## src/rtl/radix_to_binary.sv

```systemverilog
// rtl/radix_to_binary.sv - radix-MODULUS digit stream to binary word assembler (optional RADIX_DIGIT_CHECK_EN)
module radix_to_binary #(
  parameter int DATA_WIDTH = 8,
  parameter int MODULUS    = 7,
  parameter int NUM_DIGITS = 2,
  localparam int DW        = $clog2(MODULUS)
) (
  input  logic                  clk_i,
  input  logic                  rst_i,
  input  logic [DW-1:0]         digit_i,
  input  logic                  digit_valid_i,
  output logic                  digit_ready_o,
  output logic [DATA_WIDTH-1:0] data_o,
  output logic                  data_valid_o,
  input  logic                  data_ready_i,
  output logic                  overflow_o,
  output logic                  digit_err_o
);

  localparam int WW = DATA_WIDTH + DW + 1;
  localparam int CW = (NUM_DIGITS > 1) ? $clog2(NUM_DIGITS) : 1;
  localparam logic [CW-1:0] LAST_CNT = CW'(NUM_DIGITS - 1);
  localparam bit POW2 = ((MODULUS & (MODULUS - 1)) == 0);

  typedef enum logic {
    ST_ACCUM,
    ST_OUTPUT
  } state_t;

  state_t                state;
  logic [DATA_WIDTH-1:0] acc;
  logic [CW-1:0]         cnt;
  logic                  ovf;
  logic [WW-1:0]         step_sum;
  logic                  step_ovf;
  logic                  digit_fire;
  logic                  word_fire;

  assign digit_fire = digit_valid_i & digit_ready_o;
  assign word_fire  = data_valid_o & data_ready_i;

  generate
    if (POW2) begin : g_shift
      // Radix is a power of two: the step is a plain shift-in of the digit
      always_comb step_sum = {1'b0, acc, digit_i};
    end else begin : g_mul
      localparam logic [WW-1:0] MOD_K = WW'(MODULUS);
      // Multiply-by-constant step, wide enough that the true result never wraps
      always_comb step_sum = {{(DW + 1){1'b0}}, acc} * MOD_K
                             + {{(DATA_WIDTH + 1){1'b0}}, digit_i};
    end
  endgenerate

  assign step_ovf = |step_sum[WW-1:DATA_WIDTH];

  // Control FSM: accumulate NUM_DIGITS digits, then present the word until taken
  always_ff @(posedge clk_i or posedge rst_i) begin
    if (rst_i) begin
      state         <= ST_ACCUM;
      acc           <= '0;
      cnt           <= '0;
      ovf           <= 1'b0;
      digit_ready_o <= 1'b1;
      data_valid_o  <= 1'b0;
    end else begin
      case (state)
        ST_ACCUM: begin
          if (digit_fire) begin
            acc <= step_sum[DATA_WIDTH-1:0];
            ovf <= ovf | step_ovf;
            if (cnt == LAST_CNT) begin
              cnt           <= '0;
              state         <= ST_OUTPUT;
              digit_ready_o <= 1'b0;
              data_valid_o  <= 1'b1;
            end else begin
              cnt <= cnt + 1'b1;
            end
          end
        end
        ST_OUTPUT: begin
          if (word_fire) begin
            acc           <= '0;
            ovf           <= 1'b0;
            state         <= ST_ACCUM;
            digit_ready_o <= 1'b1;
            data_valid_o  <= 1'b0;
          end
        end
        default: begin
          state         <= ST_ACCUM;
          digit_ready_o <= 1'b1;
          data_valid_o  <= 1'b0;
        end
      endcase
    end
  end

  assign data_o     = acc;
  assign overflow_o = ovf;

`ifdef RADIX_DIGIT_CHECK_EN
  localparam int DW1 = DW + 1;
  localparam logic [DW:0] MOD_D = DW1'(MODULUS);
  logic err;

  // Sticky illegal-digit flag for the word in flight, cleared when the word is taken
  always_ff @(posedge clk_i or posedge rst_i) begin
    if (rst_i) begin
      err <= 1'b0;
    end else if (word_fire) begin
      err <= 1'b0;
    end else if (digit_fire && ({1'b0, digit_i} >= MOD_D)) begin
      err <= 1'b1;
    end
  end

  assign digit_err_o = err;
`else
  assign digit_err_o = 1'b0;
`endif

endmodule

```

## config.mk

```make
export PLATFORM = sky130hd
export DESIGN_NAME = radix_to_binary
export DESIGN_NICKNAME = d
export VERILOG_FILES = /design/src/rtl/radix_to_binary.sv
export SDC_FILE = /design/constraint.sdc
export NUM_CORES = 1
export LEC_CHECK = 0
export CORE_MARGIN = 5
export CORE_UTILIZATION = 54
export DETAILED_ROUTE_END_ITERATION = 6
export PLACE_DENSITY_LB_ADDON = 0.08
export SKIP_CTS_REPAIR_TIMING = 1
export SLEW_MARGIN = 20
export SYNTH_ARGS = -nofsm -noshare
export SYNTH_HDL_FRONTEND = slang
export SYNTH_SLANG_ARGS = --single-unit
```

## constraint.sdc

```tcl
create_clock -name clk_i -period 4.15 [get_ports clk_i]
set_input_delay 0.415 -clock clk_i [delete_from_list [all_inputs] [get_ports clk_i]]
set_output_delay 0.415 -clock clk_i [all_outputs]
set_load 0.01 [all_outputs]
```

* Word level (Yosys, flattened, before mapping)
Index checks and enable logic that the tools add are counted.
** Storage, ports and cells
- Bits in registers :: 13
- Bits of input ports :: 7
- Output and inout port bits :: 12
- Word-level logic and storage cells :: 38
** Cells by class
- $add $sub $neg :: 2
- Multiply operators :: 1
- Eq/ne operators :: 3
- Mux-type cells :: 18
- Bitwise gates (word level) :: 4
- Reduce and logical (&&, ||, !) cells :: 4
** Operator list (count)
- $mux 8 :: 2
- $pmux 8 s2 :: 1
- $add 11x3->12 :: 1
- $mul 8x3->11 const B :: 1
- $mux 1 :: 11
- $pmux 1 s2 :: 4
- $ne 2x2->1 const B :: 2
- $reduce_and 2->1 :: 2
- $reduce_or 4->1 :: 1
- $reduce_and 3->1 :: 1
- $and 1x1->1 :: 2
- $ne 2x1->1 const B :: 1
- $add 1x1->1 const B :: 1
- $not 1->1 :: 1
- $or 1x1->1 :: 1

* Depth between registers and ports, before layout
- Depth in word-level cells :: 6
- Mapped depth :: 12
- Gate-level depth less buffers :: 11

* Worst setup path before layout
Ideal clock, no wire load.
- Path kind :: register to register
- Start point :: register acc[0] (netlist: data_o[0])
- End point :: register ovf (netlist: overflow_o)
- Setup time :: 0.133 ns
- Arrival time :: 2.846 ns
- Required time :: 4.017 ns
- Path slack :: 1.171 ns
- Cell stages (with the launch flop) :: 11
- Buffers on the path :: 0
- Period minus slack after synthesis :: 2.979 ns
- Cells stage by stage :: dfrtp_1 -> fa_1 -> inv_1 -> fa_1 -> fa_1 -> nand2b_1 -> a21oi_1 -> a21oi_1 -> o21ai_0 -> mux2i_1 -> a31oi_1
** Between the ends
- Cells in the longest elaborated chain, start to end :: 6
** Ends and longest elaborated chain
- start: declaration :: line 31 : logic [DATA_WIDTH-1:0] acc;
- start signal: assignment :: line 69 : acc <= step_sum[DATA_WIDTH-1:0];
- $mul 8x3->11 :: line 49 : always_comb step_sum = {{(DW + 1){1'b0}}, acc} * MOD_K
- $add 11x3->12 :: line 50 : + {{(DATA_WIDTH + 1){1'b0}}, digit_i};
- $reduce_or 4->1 :: line 54 : assign step_ovf = |step_sum[WW-1:DATA_WIDTH];
- $or 1x1->1 :: line 70 : ovf <= ovf | step_ovf;
- $mux 1 :: line 68 : if (digit_fire) begin
- $pmux 1 s2 :: line 66 : case (state)
- end signal: assignment :: line 70
- end: declaration :: line 33 : logic ovf;
Every way passes these cells. The select of a mux whose other input is x is not followed.
A chain may end at the register's enable or synchronous reset.

* Worst setup path in the final report
Same ends and word-level chain as after synthesis.

==> results by group <==
Power and ir drop
  • Switching Share: 0.2229
  • PwrDens: 146.9 nW/µm²
  • Sw Pwr: 0.04881 mW
  • Power share of the clock group: 0.365
  • Sequential power share: 0.578
  • Worst IR Drop VDD: 0.1866 mV
  • Logic pwr share: 0.057
  • Total power: 0.2190 mW
  • Pleak: 0.7572 nW
  • Int Power: 0.1702 mW

Yosys
  • Post-synthesis sequential area ratio: 0.2502
  • Async set-reset flop share out of synthesis: 1.000
  • Most frequent cell after synthesis: inv_1
  • Syn. warnings: 0
  • Cell taking the most area after synthesis: dfrtp_1
  • Yosys top cell area share: 0.2301
  • Synth cell count leaders: 24 x inv_1, 20 x ha_1, 12 x dfrtp_1
  • Number of synthesized flops with an enable pin: 0
  • Mapped Area: 1305 µm²
  • Yosys cell types: 33
  • Synthesized area per cell: 9.812 µm²
  • Syn nets: 169
  • Synth area leaders: dfrtp_1 23%, ha_1 19%, fa_1 14%, inv_1 6.9%, o21ai_0 3.1%
  • Yosys reg bits: 13
  • Ys flop type: dfrtp_1
  • Syn Inst Count: 133

Finish
  • Final non-filler cell total: 179
  • Syn-to-layout area delta: 14.29%
  • Core Util, Final: 0.6615
  • Final nets: 188
  • Share of cells above drive strength 1: 0.04636
  • Antenna cell count: 0
  • Final Cell Area: 1491 µm²

Placement
  • PortBufs: 17
  • Dpl ws: 992.5 ps
  • Placed insts: 175
  • DPL Wire Length: 2.022 mm
  • Placed Instance Area: 1465 µm²
  • Final GP Congestion: 0.8782

Floorplanning
  • # rows: 17
  • Chip width: 59.16 µm
  • Initial Utilization: 0.5788
  • DIE HEIGHT: 59.16 µm
  • Total die area: 3500 µm²
  • Io pins: 19
  • Core footprint: 2255 µm²

Setup path
  • Crit-path cells: fa_1 -> inv_1 -> fa_1 -> inv_1 -> ha_1 -> a211oi_1 -> o21bai_1 -> or3_1 -> a31oi_1 -> nor4_1 -> a31oi_1
  • Slowest cell on crit path: fa_1
  • Crit-path max cell delay: 550 ps
  • Buf/Inv on CP: 2
  • R2r startpoint: data_o[0]
  • WP data required: 4290 ps
  • Crit Path Class: register to register
  • Worst Path Max Fanout: 5
  • Crit. End Element: register
  • Reg-to-Reg End: overflow_o
  • Startpoint Class: register
  • CP Launch Point: data_o[0]
  • R2R depth: 11
  • CP top delay family: adder cells
  • Arrival time of the worst setup path: 3330 ps
  • Levels on crit path: 11
  • Crit path capture: overflow_o
  • Worst reg-to-reg setup slack: 970 ps

STA
  • Slew Viols, Final: 0
  • Highest Clock Rate: 0.3141 GHz
  • Min Hold Slack: 465.7 ps
  • Unrepaired setup endpoints after global routing: false
  • Worst setup skew after layout: 13.56 ps
  • Setup TNS: 0 ps
  • Worst-margin pin slew: 518.0 ps
  • Final setup viols: 0
  • Min cycle time layout: 3184 ps
  • Worst slew margin: 0.6543
  • Period utilization: 0.7672
  • Worst setup margin: 966.1 ps
  • Hold Fails Final Rpt: 0

Global route
  • Largest net degree at the start of global routing: 14
  • Initial antenna violation count: 0
  • Vias in the first global route: 944
  • Grt total ovfl: 0
  • First-pass GRT wire length: 4.188 mm
  • Tot GR Track Use: 0.1581

CTS
  • Clk_lat worst skew: 280 ps
  • Num CTS Buffers: 3
  • Max Root-Sink Buffers: 2
  • CTS sink cnt: 13
  • CTS clk-pin slew, worst paths: 90 ps
  • CTS tree: done
  • CTS H-tree depth: 1
  • Root Buffer: clkbuf_4

Detailed routing
  • Detailed-route vias per instance: 5.559
  • Initial DRC count: 17
  • Remaining DRCs: 0
  • Via Count: 995
  • Final ANT Viol Nets: 0
  • Post-DR wirelength/cell: 13.85 µm
  • TritonRoute pass-1 iters: 4
  • Post-Route WL: 2.480 mm

Status
  • Status: complete, no violations

Worst hold path
  • Hold Path Class: input port to asynchronous set/reset pin

Job
  • Max-cap violations: 0
==> kinds of logic after synthesis <==
kind of cell	synth area share
other cells	0.002874
flops	0.2502
compound gates	0.1802
simple gates	0.08535
fa+ha+maj	0.3298
buf+inv	0.1035
mux	0.007670
xor+xnor	0.04027
==> sequential cells by signal, indices dropped and copies added, names as in the netlist <==
signal	cells
digit_ready_o	1
data_valid_o	1
cnt	1
overflow_o	1
data_o	8
state	1
==> how the worst min path moves through the flow <==
stage / to / slack, ps / depth (start not counted)
floorplan: cnt / 290 / 1
global placement: digit_ready_o / 470 / 1
detailed placement: digit_ready_o / 490 / 1
CTS: data_o[1] / 480 / 2
global route: data_o[0] / 510 / 2
finish: data_o[1] / 470 / 2
==> final cells by class <==
cell class	instances	area, µm²
Clock buffer	4	26.28
Timing Repair Buffer	17	170.2
Fill cell	188	763.2
Multi-Input combinational cell	93	843.3
Sequential cell	13	326.6
Inverter	24	90.09
Tap cell	28	35.03
==> routing by layer <==
metal  part of all wire  vias to the layer above  global-route usage
met5                  0                        -                   0
met4              0.015                        0             0.06472
met3              0.036                        4             0.03486
met2               0.47                       25              0.2524
met1               0.48                      477              0.2062
li1                   -                      489                   -
==> layout by cell type (no fill, tap or decap), types with 4 or more instances in the layout <==
cell type and n:
clkdlybuf4s50_1 17, nand2_1 10, a21oi_1 6, fa_1 9
dfrtp_1 12, a22o_1 4, inv_1 24, xor2_1 4
nand3_1 4, ha_1 20, o21ai_0 8
==> power by group through the flow <==
stage / clock network [mW] / logic, mW / registers, mW
final: 0.0800 / 0.0124 / 0.127
after global routing: 0.0919 / 0.0140 / 0.127
after CTS: 0.0853 / 0.0128 / 0.127
after detailed placement: 0 / 0.0128 / 0.129
after global placement: 0 / 0.0126 / 0.129
after floorplan: 0 / 0.00571 / 0.129
Power figures use the tool's default switching activity.
==> patch 1, RTL diff (same flow settings) <==
`DATA_WIDTH`: 8 -> 7.
--- a/src/rtl/radix_to_binary.sv
+++ b/src/rtl/radix_to_binary.sv
@@ -1,5 +1,5 @@
 // rtl/radix_to_binary.sv - radix-MODULUS digit stream to binary word assembler (optional RADIX_DIGIT_CHECK_EN)
 module radix_to_binary #(
-  parameter int DATA_WIDTH = 8,
+  parameter int DATA_WIDTH = 7,
   parameter int MODULUS    = 7,
   parameter int NUM_DIGITS = 2,
Interface: changed (resized data_o); port bits go from 19 to 18. The function was not compared with the original's and may differ.
==> patch 1 against the original RTL <==
- sequential cell count is 1 lower
- via count is 14% lower
- routed wire length is 14% lower
- count of clock-buffer cells in the layout stayed put
- synthesized area is 12% lower
- critical path type unchanged
- setup slack better by 0.13 ns
- cell area is 9.4% lower
- largest power group unchanged
- power is 7.7% lower
==> patch 1: results (changes against the original RTL) <==
* First-pass GRT wire length at 3570 um (-15%)
* Synthesis Warnings at 0 (unchanged)
* Register area share after synthesis at 26.1% (+1.1 points)
* Max incr delay on CP at 0.55 ns (about the same)
* Max reg flops at 7 (-1)
* Number of DRC markers in iteration 0 at 13 (-4)
* Worst min path class: input port to async pin
* Clock latency on the worst-skew pair at 0.26 ns (-0.02 ns)
* RD Place Congestion at 0.771 (-12%)
* Syn nets at 142 (-16%)
* GRT Total Usage at 13.8% (-2.0 points)
* Leakage at 0.730 nW (-3.6%)
* Synth top cells by count: ha_1 (18), inv_1 (17), dfrtp_1 (11)
* Worst vdd ir at 0.136 mV (-27%)
* Post-synthesis cell type count at 37 (+12%)
* Drt via density at 5.58 (+0.30%)
* H-tree depth at 1 (unchanged)
* Dominant cells by area after synthesis: dfrtp_1 (24%), ha_1 (20%), fa_1 (14%)
* Setup slack after placement at 1.12 ns (+0.126 ns)
* Crit-path leading delay family: adder cells
* Outcome: complete, no violations
* Least-Margin Pin Slew at 0.504 ns (-0.0140 ns)
* Total wire length at 2130 um (-14%)
* I/O Buffers at 16 (-1)
* Nets@finish at 160 (-15%)
* Clock skew at 0.00855 ns (-0.00501 ns)
* DP HPWL at 1770 um (-13%)
* CTS Buf Count at 3 (unchanged)
* Crit path arrival time at 3.24 ns (-0.09 ns)
* Largest net degree at the start of global routing at 14 (unchanged)
* Vias in the first global route at 808 (-14%)
* Worst-path clk slew at approximately 0.080 ns
* Detailed-router iteration count before antenna repair at 4 (unchanged)
* Layout fillers at 169 (-10%)
* N_diodes at 0 (unchanged)
* Share of layout cells above drive strength 1 at 7.94% (+3.3 points)
-- patch 1: metal layers --
metal	wire length, um	global-route usage, %
met4	8	3.05
met5	0	0
met3	73	2.32
met2	1030	23.7
met1	1020	18.1
-- patch 1: cell type report --
class	count	share of cell area (%)
tap	27	2.50
sequential	12	22.3
multi-input combinational	77	56.7
inverter	17	4.72
timing repair buffer	16	11.9
clock buffer	4	1.94
-- patch 1: report_power, final --
part | switching, W | leakage [nW] | total, W | internal [W]
combinational | 0.00000543 | 0.551 | 0.0000117 | 0.00000627
sequential | 0 | 0.164 | 0.000117 | 0.000117
clock | 0.0000366 | 0.0150 | 0.0000737 | 0.0000371
total | 0.0000421 | 0.730 | 0.000202 | 0.000160
-- patch 1: worst register-to-register path, delay by kind of cell, from the launching register on --
kind            cells  cell delay [ns]
compound gates      4             0.77
flops               1             0.44
xor+xnor            1             0.13
fa+ha+maj           3             1.52
buf+inv             2             0.12
-- patch 1: logic make-up (layout without fill, tap and decap cells) --
kind of cell,after synthesis,after routing,synth area share (%)
compound gates,34,34,23.1
fa+ha+maj,26,26,33.4
buf+inv,20,37,7.48
flops,12,12,26.1
simple gates,10,10,4.88
xor+xnor,5,5,3.80
other cells,1,1,0.325
mux,1,1,0.868
-- patch 1: through the flow --
| stage | instances | cell area (um2) | utilization [%] | hold slack, ns |
|---|---|---|---|---|
| finish | 153 | 1350 | 67.5 | 0.454 |
| global placement | 149 | 1330 | 66.2 | 0.477 |
| CTS | 153 | 1350 | 67.5 | 0.469 |
| global route | 153 | 1350 | 67.5 | 0.504 |
| floorplan | 109 | 1150 | - | 0.279 |
| detailed placement | 149 | 1330 | 66.2 | 0.483 |
-- patch 1: worst paths after layout --
| check | slack, ns | to | startpoint | depth (start not counted) |
|---|---|---|---|---|
| min | 0.45 | data_o[1] | rst_i | 2 |
| max reg2reg | 1.10 | overflow_o | data_o[0] | 10 |
| min reg2reg | 0.50 | digit_ready_o | cnt | 1 |
| max | 1.10 | overflow_o | data_o[0] | 10 |
| min in group clk_i | 0.50 | digit_ready_o | cnt | 1 |
| max in group asynchronous | 3.35 | digit_ready_o | rst_i | 2 |
==> patch 2, RTL diff (same flow settings) <==
Made on the original files. Put one more register stage on the output `overflow_o`, with the module's reset. The value now appears one clock later. The other outputs are not delayed to match.
--- a/src/rtl/radix_to_binary.sv
+++ b/src/rtl/radix_to_binary.sv
@@ -98,5 +98,11 @@
 
   assign data_o     = acc;
-  assign overflow_o = ovf;
+  always_ff @(posedge clk_i or posedge rst_i) begin
+    if (rst_i) begin
+      overflow_o <= '0;
+    end else begin
+      overflow_o <= ovf;
+    end
+  end
 
 `ifdef RADIX_DIGIT_CHECK_EN
Behaviour: no difference found for any inputs over 10 cycles, from zero or initial values and one cycle with rst_i high; that may be too few to reach the edited logic, so the function may still have changed.
==> patch 2 against the original RTL <==
- setup slack improved by 0.040 ns
- cell area grew 4.4%
- routed wire length up 18%
- highest routed layer unchanged
- largest power group unchanged
- power increased by 13%
- synthesized area rose by 1.8%
- worst hold slack got worse by 0.016 ns
- maximum frequency rose by 1.3%
- synthesized cell count increased by 2.3%
- critical path type unchanged
- sequential cell count is 1 higher
==> patch 2: results (changes against the original RTL) <==
* Syn nets at 172 (+1.8%)
* Reg2Reg Depth at 9 (-2)
* RD Place Congestion at 0.888 (+1.2%)
* Post-placement cell area at 1520 um2 (+3.8%)
* Register area share after synthesis at 26.5% (+1.4 points)
* Drt via density at 5.61 (+0.84%)
* Worst min path class: flop to flop
* Gate power share at 5.3% (-0.4 points)
* Number of DRC markers in iteration 0 at 55 (+38)
* Synth top cells by count: inv_1 (22), ha_1 (20), dfrtp_1 (13)
* Slew HR at 48.9% (-17 points)
* Post-Place Cells at 181 (+3.4%)
* Average cell area after synthesis at 9.77 um2 (-0.42%)
* FF-to-FF setup slack at 1.01 ns (+0.04 ns)
* Clock network power at 0.0000983 W (+23%)
* P_comb at 0.0000131 W (+6%)
* Share of layout cells above drive strength 1 at 5.16% (+0.53 points)
* Post-synthesis cell type count at 35 (+6.1%)
* First-pass GRT wire length at 4930 um (+18%)
* DP HPWL at 2350 um (+16%)
* Ys flop type: dfrtp_1
* Worst vdd ir at 0.102 mV (-45%)
* Hold_ws at 0.450 ns (-0.0160 ns)
* WHS Endpoint: overflow_o
* Internal at 0.000196 W (+15%)
* Vias in the first global route at 1086 (+15%)
* Total wire length at 2920 um (+18%)
* GRT Total Usage at 18.6% (+2.8 points)
* Leakage at 0.833 nW (+10%)
* R2R Path End: ovf
* Dominant cells by area after synthesis: dfrtp_1 (24%), ha_1 (19%), fa_1 (14%)
* Nets@finish at 192 (+2.1%)
* Outcome: complete, no violations
* Crit path arrival time at 3.34 ns (about the same)
patch 2: changes by cell type after synthesis, moves of 2 or more:
cell / before / now
nand2_1: 10 / 7
a211oi_1: 3 / 1
o21a_1: 0 / 3
nor3_1: 0 / 2
inv_1: 24 / 22
nor2b_1: 1 / 3
nand3_1: 4 / 2
patch 2: cell families (layout without fill, tap and decap cells):
logic type	after synthesis	count (layout)	share of synthesized area [%]
AOI/OAI and AO/OA	38	38	20.2
adders and majority gates	29	29	32.4
and+or+nand+nor	25	25	9.89
buffers and inverters	24	43	7.34
DFF	14	14	26.5
xor gates and xnor gates	4	4	2.64
other	1	1	0.282
muxes	1	1	0.847
patch 2: cell type report:
type	count	area (um2)
Inverter	22	82.6
Multi-Input combinational cell	98	880
Sequential cell	14	352
Fill cell	191	852
Tap cell	30	37.5
Timing Repair Buffer	17	170
Clock buffer	4	36.3
patch 2: per-layer routing:
metal / track usage, % / routed length (um) / vias to the layer above
met3: 2.18 / 96 / 2
li1: - / - / 509
met5: 0 / 0 / -
met1: 24.8 / 1360 / 503
met2: 31.5 / 1440 / 23
met4: 5.70 / 24 / 0
patch 2: worst max-delay path: stages (launching register included):
cell	delay, ns
dfrtp_1	0.45
fa_1	0.57
inv_1	0.05
fa_1	0.49
fa_1	0.46
nand2b_1	0.21
a21oi_1	0.26
o22ai_1	0.15
mux2_2	0.28
a31oi_1	0.13
patch 2: worst max-delay path by stage:
stage                     slack, ns   endpoint  depth (start not counted)
after floorplan                1.26  data_o[7]                          9
after global placement         1.10        ovf                          9
after detailed placement       1.05        ovf                          9
after CTS                      1.01        ovf                          9
after global routing           0.81        ovf                          9
final                          1.01        ovf                          9
